[config.mk]
export PLATFORM = sky130hd
export DESIGN_NAME = wrsync_level
export DESIGN_NICKNAME = d
export VERILOG_FILES = /design/src/rtl/wrsync_level.sv
export SDC_FILE = /design/constraint.sdc
export NUM_CORES = 1
export LEC_CHECK = 0
export ABC_CLOCK_PERIOD_IN_PS = 4100
export BUFFER_PORTS_ARGS = -buffer_cell sky130_fd_sc_hd__buf_2
export CORE_MARGIN = 2
export CORE_UTILIZATION = 25
export DETAILED_ROUTE_END_ITERATION = 10
export MAX_ROUTING_LAYER = met4
export PLACE_DENSITY_LB_ADDON = 0.25
export SYNTH_ARGS = -nofsm -noshare
export SYNTH_HDL_FRONTEND = slang
export SYNTH_SLANG_ARGS = --single-unit
[constraint.sdc]
create_clock -name write_clk_i -period 4.1 [get_ports write_clk_i]
set_clock_uncertainty 0.2 [all_clocks]
set_input_delay 0.82 -clock write_clk_i [delete_from_list [all_inputs] [get_ports write_clk_i]]
set_output_delay 0.82 -clock write_clk_i [all_outputs]
set_load 0.02 [all_outputs]
[src/rtl/wrsync_level.sv]
// wrsync_level: brings the read Gray pointer into the write clock domain and
// derives registered fill level, almost-full, sticky overflow and level-error flags.
`default_nettype none

module wrsync_level #(
  parameter int address_size = 3,
  parameter int sync_stages  = 2
) (
  input  logic                    write_clk_i,
  input  logic                    write_reset_n_i,
  input  logic [address_size:0]   read_pointer_i,
  input  logic [address_size:0]   write_pointer_i,
  input  logic                    write_increment_i,
  input  logic                    write_full_i,
  input  logic [address_size:0]   almost_full_threshold_i,
  input  logic                    overflow_clear_i,
  output logic [address_size:0]   read_to_write_pointer_o,
  output logic [address_size:0]   write_level_o,
  output logic                    write_almost_full_o,
  output logic                    write_overflow_o,
  output logic                    write_level_error_o
);

  localparam logic [address_size:0] DEPTH = (address_size + 1)'(1) << address_size;

  logic [address_size:0] sync_ff [sync_stages];
  logic [address_size:0] read_bin;
  logic [address_size:0] write_bin;
  logic [address_size:0] level_next;

  function automatic logic [address_size:0] gray2bin(input logic [address_size:0] g);
    logic [address_size:0] b;
    b[address_size] = g[address_size];
    for (int i = address_size - 1; i >= 0; i--) begin
      b[i] = b[i+1] ^ g[i];
    end
    return b;
  endfunction

  // First stage samples the asynchronous pointer; later stages only shift.
  always_ff @(posedge write_clk_i or negedge write_reset_n_i) begin
    if (!write_reset_n_i) begin
      sync_ff[0] <= '0;
    end else begin
      sync_ff[0] <= read_pointer_i;
    end
  end

  generate
    for (genvar s = 1; s < sync_stages; s++) begin : g_sync
      always_ff @(posedge write_clk_i or negedge write_reset_n_i) begin
        if (!write_reset_n_i) begin
          sync_ff[s] <= '0;
        end else begin
          sync_ff[s] <= sync_ff[s-1];
        end
      end
    end
  endgenerate

  assign read_to_write_pointer_o = sync_ff[sync_stages-1];

  always_comb begin
    read_bin   = gray2bin(read_to_write_pointer_o);
    write_bin  = gray2bin(write_pointer_i);
    level_next = write_bin - read_bin;
  end

  // Overflow set takes priority over a same-cycle clear.
  always_ff @(posedge write_clk_i or negedge write_reset_n_i) begin
    if (!write_reset_n_i) begin
      write_level_o       <= '0;
      write_almost_full_o <= 1'b0;
      write_overflow_o    <= 1'b0;
      write_level_error_o <= 1'b0;
    end else begin
      write_level_o       <= level_next;
      write_almost_full_o <= (level_next >= almost_full_threshold_i);
      if (write_increment_i && write_full_i) begin
        write_overflow_o <= 1'b1;
      end else if (overflow_clear_i) begin
        write_overflow_o <= 1'b0;
      end
      if (level_next > DEPTH) begin
        write_level_error_o <= 1'b1;
      end
    end
  end

endmodule

`default_nettype wire

---- Yosys cells after proc, flatten, opt, wreduce, memory -nomap -nowiden ----
Index checks and enable logic that the tools add are counted.
storage, ports and cells
  input bits .............................. 17
  logic and storage cells ................. 19
  output and inout port bits .............. 11
  flip-flop bits (word level) ............. 15
cells by class
  bitwise logic cells ..................... 6
  add/sub/neg operators ................... 1
  mux-type cells .......................... 2
  $lt $le $gt $ge ......................... 2
  reductions and logical operators ........ 2
operators with widths
  cell                                       count
  1-bit XOR                                  6
  4-bit greater-or-equal comparator          1
  4-bit > comparator, second input constant  1
  4-bit subtractor                           1
  1-bit 2-to-1 mux                           2
  2-bit nonzero test                         1
  1-bit logical AND                          1

---- Longest topological paths before layout ----
Gate-level depths: netlist of the first run.
  depth in word-level cells ............... 5
  gate-level depth with buffers ........... 10

---- Worst setup path before layout of the first run ----
Ideal clock, no wire load.
  path type ............................... input port to flip-flop
  start ................................... input port write_pointer_i[2]
  end ..................................... register write_almost_full_o
  stages on the path ...................... 10
  setup time .............................. 0.123 ns
  data arrival time ....................... 2.590 ns
  path slack .............................. 1.187 ns
  path through ............................ xor2_2 > xnor2_2 > xor2_1 > ha_1 > fa_1 > inv_2 > ha_1 > a21boi_1 > o21ai_1 > a21oi_1
on the way
  longest elaborated chain between the ends .. 5
RTL lines
  element                              line  RTL
  start, declared                      12    input logic [address_size:0] write_pointer_i,
  1-bit XOR * (2 in series)            35    b[i] = b[i+1] ^ g[i];
  1-bit XOR                            35
  4-bit subtractor *                   66    level_next = write_bin - read_bin;
  via level_next[1]                    29    logic [address_size:0] level_next;
  4-bit greater-or-equal comparator *  78    write_almost_full_o <= (level_next >= almost_full_threshold_i);
  end signal, assigned                 78
  end, declared                        19    output logic write_almost_full_o,
Mark *: on every way through the listed nets, which the timed path passes. The rest lies on a longest branch.
A chain may end at the register's enable or synchronous reset.

---- Worst setup path after layout of the first run ----
Ends and elaborated chain as after synthesis.

==> results.toml, run 1 <==
[outcome]
outcome = "completed"

[critical_path]
slowest_delay_ns = 0.50
critPathMaxFanout = 3
critPathSlowestCell = "fa_1"
critPathTopFamily = "adder cells"
cp-start-kind = "primary input"
rrSetupSlack_ns = 1.50
cp.required_ns = 4.07
setup.worst_path.class = "in -> reg"
timing.rr.end = "write_almost_full_o"
crit_path_frequent_cell = "ha_1"
cp_num_buf_inv = 2
r2r_cells = 10
r2r_start = "read_to_write_pointer_o[3]"
cp-end-kind = "register"
path_cells = "buf_2 -> xor2_2 -> xnor2_2 -> xor2_1 -> ha_1 -> fa_1 -> inv_2 -> ha_1 -> a21boi_1 -> o21ai_1 -> a21oi_1"
arrival_ns = 2.81

[clock_tree]
h-tree-depth = 1
cts_hold_repair.buffers = 0
clk_latency_ns = 0.28
cts.path.max_buffers = 2
numCtsBuffers = 3
cts_tree = "built"
clk_pin_slew_worst_paths_ns = 0.09
ctsResizeCount = 0
cts_setup_buffers = 0
root_buffer = "clkbuf_4"
cts_sinks = 15

[power_and_ir_drop]
peakVddDrop_mv = 0.255
leakage_uw = 0.000469
power.density_nw_per_um2 = 484

[yosys]
synth_edf_count = 0
syn-instance-count = 57
synth_commonest_cells = "dfrtp_1 (15), inv_1 (8), ha_1 (7)"
synthArstFlopShare_pct = 100
netlist_top_cells_area = "dfrtp_1 (52%), ha_1 (12%), xnor2_2 (4.5%)"
syn-num-nets = 82
synth_flop_cell = "dfrtp_1"
synthDistinctLibCells = 19
syn_area_per_cell_um2 = 12.6
synth-seq-cells = 15
synth.largest_area_cell = "dfrtp_1"
yosysMostFrequentCell = "dfrtp_1"
yosys_warnings = 0
synth_top_area_share_pct = 52.2
yosysSeqAreaShare_pct = 52.2
syn_area_um2 = 719

[worst_hold_path]
worstHoldPathCells = 0
hold_end = "read_to_write_pointer_o[0]"
hold_class = "reg -> reg"
min-delay-start = "sync_ff[4]"

[die]
ios = 28
die_h_um = 57.6
dieWidth_um = 57.6
start_util_pct = 26.3
row_count = 19
die_area_um2 = 3320
coreArea_um2 = 2730

[placement]
hpwl_um = 959
place_congestion = 0.677
numPortBuffers = 27
placed_cells = 111
post-place-ws_ns = 0.941

[sta]
final-max-slew-violation-count = 0
max_freq_ghz = 0.352
finalSetupViolations = 0
fin_crit_ns = 2.84
tns_ns = 0
fin_crit_sh_pct = 69.2
post-route-worst-setup-slack_ns = 1.26
hold_viol_final = 0
worstMarginPinSlew_ns = 0.341
grt_setup_unrepaired = "no"
slew_headroom_pct = 77.1

[flow_run]
cap_violations = 0

[drt]
routed_via_density = 3.90
ant_nets = 0
drc_errors = 0
routed_wl_um = 1160
initialDrtViolationCount = 3
wl_per_cell_um = 10.1
first_pass_iters = 3
via_count = 448

[global_routing]
grt_pass1_wl_um = 2060
antenna_found_initial = 0
grt_pass1_vias = 487
grt_max_degree = 16
grt_use_total_pct = 8.61
grt.overflow.total = 0

[finish]
diodes = 0
areaGrowthSynthToFinish_pct = 23.8
final_layout_size_suffix_gt1_share_pct = 42.9
nFillCells = 277
fin_cells = 115
fin_util_pct = 32.6
nNetsFinal = 110
-- registers in the layout, summed over array words and instances, names as in the netlist --
name                     count
write_level_error_o          1
write_overflow_o             1
read_to_write_pointer_o      4
write_almost_full_o          1
sync_ff                      4
write_level_o                4
-- worst register-to-register path, stage by stage, from the launching register on --
cell      delay [ns]
dfrtp_1         0.44
xnor2_2         0.21
xor2_2          0.23
xnor2_1         0.10
ha_1            0.20
fa_1            0.50
inv_2           0.04
ha_1            0.25
a21boi_1        0.12
o21ai_1         0.12
a21oi_1         0.07
-- cell type report --
| class | count | area (um^2) | area share (%) |
|---|---|---|---|
| multi-input cells | 29 | 280 | 31.5 |
| well taps | 31 | 38.8 | 4.35 |
| flip-flops and latches | 15 | 375 | 42.1 |
| repair buffers | 27 | 135 | 15.2 |
| inverters | 9 | 33.8 | 3.79 |
| clock buffers | 3 | 22.5 | 2.53 |
| clock inverters | 1 | 5.00 | 0.562 |
-- how the worst max path moves through the flow --
stage / slack [ns] / cells after the start / endpoint / startpoint
after global routing: 1.13 / 11 / write_almost_full_o / write_pointer_i[2]
after global placement: 0.95 / 11 / write_almost_full_o / write_pointer_i[2]
after CTS: 1.24 / 11 / write_almost_full_o / write_pointer_i[2]
after floorplan: 1.19 / 10 / write_almost_full_o / write_pointer_i[2]
final: 1.26 / 11 / write_almost_full_o / write_pointer_i[2]
after detailed placement: 0.94 / 11 / write_almost_full_o / write_pointer_i[2]
-- stage by stage --
stage	total power (uW)	instance area [um^2]	hold slack, ns
after floorplan	303	719	0.131
after global placement	352	863	0.132
after detailed placement	355	863	0.135
after CTS	442	891	0.154
after global routing	474	891	0.152
final	431	891	0.154
-- cells by family after synthesis --
logic type	Yosys count	synth area share, %
flops	15	52.2
buf+inv	13	8.87
xor+xnor	9	15.1
fa+ha+maj	8	15.0
compound gates	6	4.87
simple gates	6	4.00
-- layout by cell type (no fill, tap or decap) --
cell / synthesis / routed
clkinv_2: 0 / 1
or3_1: 1 / 1
xor2_2: 2 / 2
fa_1: 1 / 1
inv_1: 8 / 8
a21o_1: 1 / 1
clkbuf_4: 0 / 3
xnor2_2: 2 / 2
buf_2: 0 / 27
dfrtp_1: 15 / 15
xor2_1: 2 / 2
nand2_1: 2 / 2
xnor2_1: 3 / 3
nor2_1: 2 / 2
a21boi_1: 1 / 1
o21ai_0: 1 / 1
o21ai_1: 1 / 1
nand3b_1: 1 / 1
inv_2: 1 / 1
ha_1: 7 / 7
a21oi_1: 2 / 2
-- where the power goes --
group / total, uW / switching [uW] / internal (uW) / leakage [uW]
clock: 83.7 / 47.5 / 36.2 / 0.0000177
combinational: 165 / 97.8 / 66.9 / 0.000278
sequential: 183 / 7.81 / 175 / 0.000173
total: 431 / 153 / 278 / 0.000469
-- metal layers --
| layer | share of wire [%] | GRT usage (%) | up-vias |
|---|---|---|---|
| met5 | 0 | - | - |
| met4 | 1.9 | 6.98 | 0 |
| met3 | 4.0 | 0.893 | 2 |
| met2 | 49 | 13.6 | 12 |
| met1 | 45 | 9.83 | 208 |
| li1 | - | - | 226 |
Note: power is estimated with default switching activity, not from simulation.
==> run 2: changes to the inputs <==
--- a/config.mk
+++ b/config.mk
@@ -5,7 +5,8 @@
 export SDC_FILE = /design/constraint.sdc
 export NUM_CORES = 1
 export LEC_CHECK = 0
-export ABC_CLOCK_PERIOD_IN_PS = 4100
+export ABC_AREA = 1
+export ABC_CLOCK_PERIOD_IN_PS = 2400
 export BUFFER_PORTS_ARGS = -buffer_cell sky130_fd_sc_hd__buf_2
 export CORE_MARGIN = 2
 export CORE_UTILIZATION = 25
==> constraint.sdc (replaced) <==
create_clock -name write_clk_i -period 2.4 [get_ports write_clk_i]
set_clock_uncertainty 0.2 [all_clocks]
set_input_delay 0.48 -clock write_clk_i [delete_from_list [all_inputs] [get_ports write_clk_i]]
set_output_delay 0.48 -clock write_clk_i [all_outputs]
set_load 0.02 [all_outputs]
==> run 2 against run 1 <==
Compared with the run above:
- the flow now finishes with violations (negative setup slack)
- area after synthesis grew 13%
- final cell count grew 44%
- count of clock-buffer cells in the layout is the same
- synthesized cell count grew 47%
- first-iteration DRC count shrank 33%
- worst setup slack lost 1.3 ns
- combinational power grew 97%
- sequential share of layout area shrank 9.2 points
==> results.toml, run 2 <==
[clock_tree]
clk_pin_slew_worst_paths_ns = 0.09
cts.path.max_buffers = 2
clk_latency_ns = 0.27
root_buffer = "clkbuf_4"
cts_tree = "built"
h-tree-depth = 1
numCtsBuffers = 3
cts_sinks = 15

[yosys]
synthArstFlopShare_pct = 100
synth.largest_area_cell = "dfrtp_1"
synth_edf_count = 0
synth_top_area_share_pct = 46.3
yosysSeqAreaShare_pct = 46.3
synth_flop_cell = "dfrtp_1"
syn_area_um2 = 811
synth-seq-cells = 15
syn_area_per_cell_um2 = 9.65
syn-instance-count = 84
synthDistinctLibCells = 20
netlist_top_cells_area = "dfrtp_1 (46%), ha_1 (11%), inv_1 (7.4%)"
yosysMostFrequentCell = "inv_1"
synth_commonest_cells = "inv_1 (16), dfrtp_1 (15), nand2_1 (15)"
yosys_warnings = 0
syn-num-nets = 109

[sta]
hold_viol_final = 0
tns_ns = -0.0722
fin_crit_sh_pct = 103
fin_crit_ns = 2.47
grt_setup_unrepaired = "yes"
worstMarginPinSlew_ns = 0.315
slew_headroom_pct = 79.0
finalSetupViolations = 1
max_freq_ghz = 0.404
final-max-slew-violation-count = 0
post-route-worst-setup-slack_ns = -0.0722

[critical_path]
cp.required_ns = 2.36
setup.worst_path.class = "reg -> reg"
path_cells = "xor2_1 -> nand2_1 -> nand2_1 -> nand2_1 -> nand2_2 -> ha_4 -> fa_1 -> inv_2 -> ha_4 -> inv_2 -> nor2_1 -> o211ai_1 -> nand3_1"
rrSetupSlack_ns = -0.07
cp-end-kind = "register"
critPathSlowestCell = "fa_1"
cp-start-kind = "register"
r2r_cells = 13
crit_path_frequent_cell = "nand2_1"
critPathMaxFanout = 3
arrival_ns = 2.43
r2r_start = "read_to_write_pointer_o[3]"
timing.rr.end = "write_almost_full_o"
slowest_delay_ns = 0.52

[worst_hold_path]
hold_class = "in -> reg"
min-delay-start = "read_pointer_i[3]"
hold_end = "sync_ff[7]"
worstHoldPathCells = 1

[die]
coreArea_um2 = 3080
die_area_um2 = 3710
dieWidth_um = 61.0
ios = 28
die_h_um = 61.0
row_count = 20
start_util_pct = 26.3

[global_routing]
grt_max_degree = 16
grt.overflow.total = 0
grt_use_total_pct = 9.24
antenna_found_initial = 0
grt_pass1_wl_um = 2420
grt_pass1_vias = 618

[flow_run]
cap_violations = 0

[drt]
drc_errors = 0
routed_wl_um = 1430
via_count = 631
routed_via_density = 3.80
wl_per_cell_um = 8.58
ant_nets = 0
initialDrtViolationCount = 2
first_pass_iters = 3

[outcome]
outcome = "finished, violations left"
violations = "negative setup slack"

[placement]
numPortBuffers = 27
place_congestion = 0.733
dpl-instance-area_um2 = 1050
hpwl_um = 1220
placed_cells = 160

[power_and_ir_drop]
leakage_uw = 0.000617
peakVddDrop_mv = 0.461
power_uw = 765
power.density_nw_per_um2 = 672

[finish]
layout_commonest_cell = "buf_2"
ff_latch_area_um2 = 375
final_layout_size_suffix_gt1_share_pct = 45.9
fin_cells = 166
nNetsFinal = 148
multi_input_area_um2 = 400
diodes = 0
fin_util_pct = 37.0
stdcell_area_um2 = 1140
nFillCells = 311
areaGrowthSynthToFinish_pct = 40.4
final_cell_mix = "buf_2 (27), dfrtp_1 (15), nand2_1 (14), inv_1 (14), buf_4 (10)"
[run 2: cell count changes in the layout (fill, tap and decap cells not counted), sizes merged, moves of 2 or more]
cell	before	now
nand2	2	20
inv	9	16
xnor2	5	3
buf	27	37
nand3	0	4
[run 2: final cells by class]
| cell class | count | share of cell area [%] |
|---|---|---|
| sequential | 15 | 33.0 |
| clock inverter | 1 | 0.440 |
| timing repair buffer | 38 | 19.3 |
| multi-input combinational | 49 | 35.2 |
| tap | 44 | 4.84 |
| clock buffer | 3 | 1.98 |
| inverter | 16 | 5.27 |
[run 2: kinds of logic after synthesis]
family,Yosys count,synth area share [%]
and+or+nand+nor,30,18.1
buffers and inverters,20,11.1
DFF,15,46.3
adders and majority gates,8,13.3
xor gates and xnor gates,7,8.49
AOI/OAI and AO/OA,4,2.78
[run 2: repair_timing]
item | 4_1_cts | 5_1_grt
buffers inserted | 0 | 1
setup endpoints to repair | 1 | 2
pin swaps | 6 | 8
hold endpoints to repair | 15 | 0
gates resized for setup | 6 | 2
hold buffers | 1 | 0
gates cloned | 0 | 0
[run 2: stage by stage]
| stage | worst slack, ns | hold slack, ns |
|---|---|---|
| detailed placement | -0.374 | 0.136 |
| global placement | -0.356 | 0.132 |
| CTS | -0.182 | 0.0942 |
| global route | -0.250 | 0.0875 |
| finish | -0.0722 | 0.107 |
| floorplan | -0.119 | -0.0156 |
[run 2: report_power, final]
group	internal, uW	total [uW]	leakage [uW]	switching (uW)
combinational	148	325	0.000427	178
clock	61.7	137	0.0000177	75.7
sequential	290	302	0.000172	12.3
total	499	765	0.000617	266
[run 2: layer usage]
layer / GRT usage, % / wire length (um) / part of all wire, %
met4: 4.66 / 14 / 0.98
met2: 15.1 / 679 / 48
met5: - / 0 / 0
met3: 1.92 / 90 / 6.3
met1: 10.7 / 641 / 45
[run 2: worst max path at each step]
stage,start,endpoint,slack (ns),depth (start not counted)
after floorplan,write_pointer_i[2],write_almost_full_o,-0.12,13
after global placement,write_pointer_i[2],write_almost_full_o,-0.36,13
after detailed placement,write_pointer_i[2],write_almost_full_o,-0.37,13
after CTS,read_to_write_pointer_o[3],write_almost_full_o,-0.18,13
after global routing,read_to_write_pointer_o[3],write_almost_full_o,-0.25,13
final,read_to_write_pointer_o[3],write_almost_full_o,-0.07,13
[run 2: worst max-delay path, delay by kind of cell, from the launching register on]
kind | cells | cell delay [ns]
adders and majority gates | 3 | 0.89
DFF | 1 | 0.43
and+or+nand+nor | 6 | 0.41
xor gates and xnor gates | 1 | 0.17
AOI/OAI and AO/OA | 1 | 0.16
buffers and inverters | 2 | 0.10
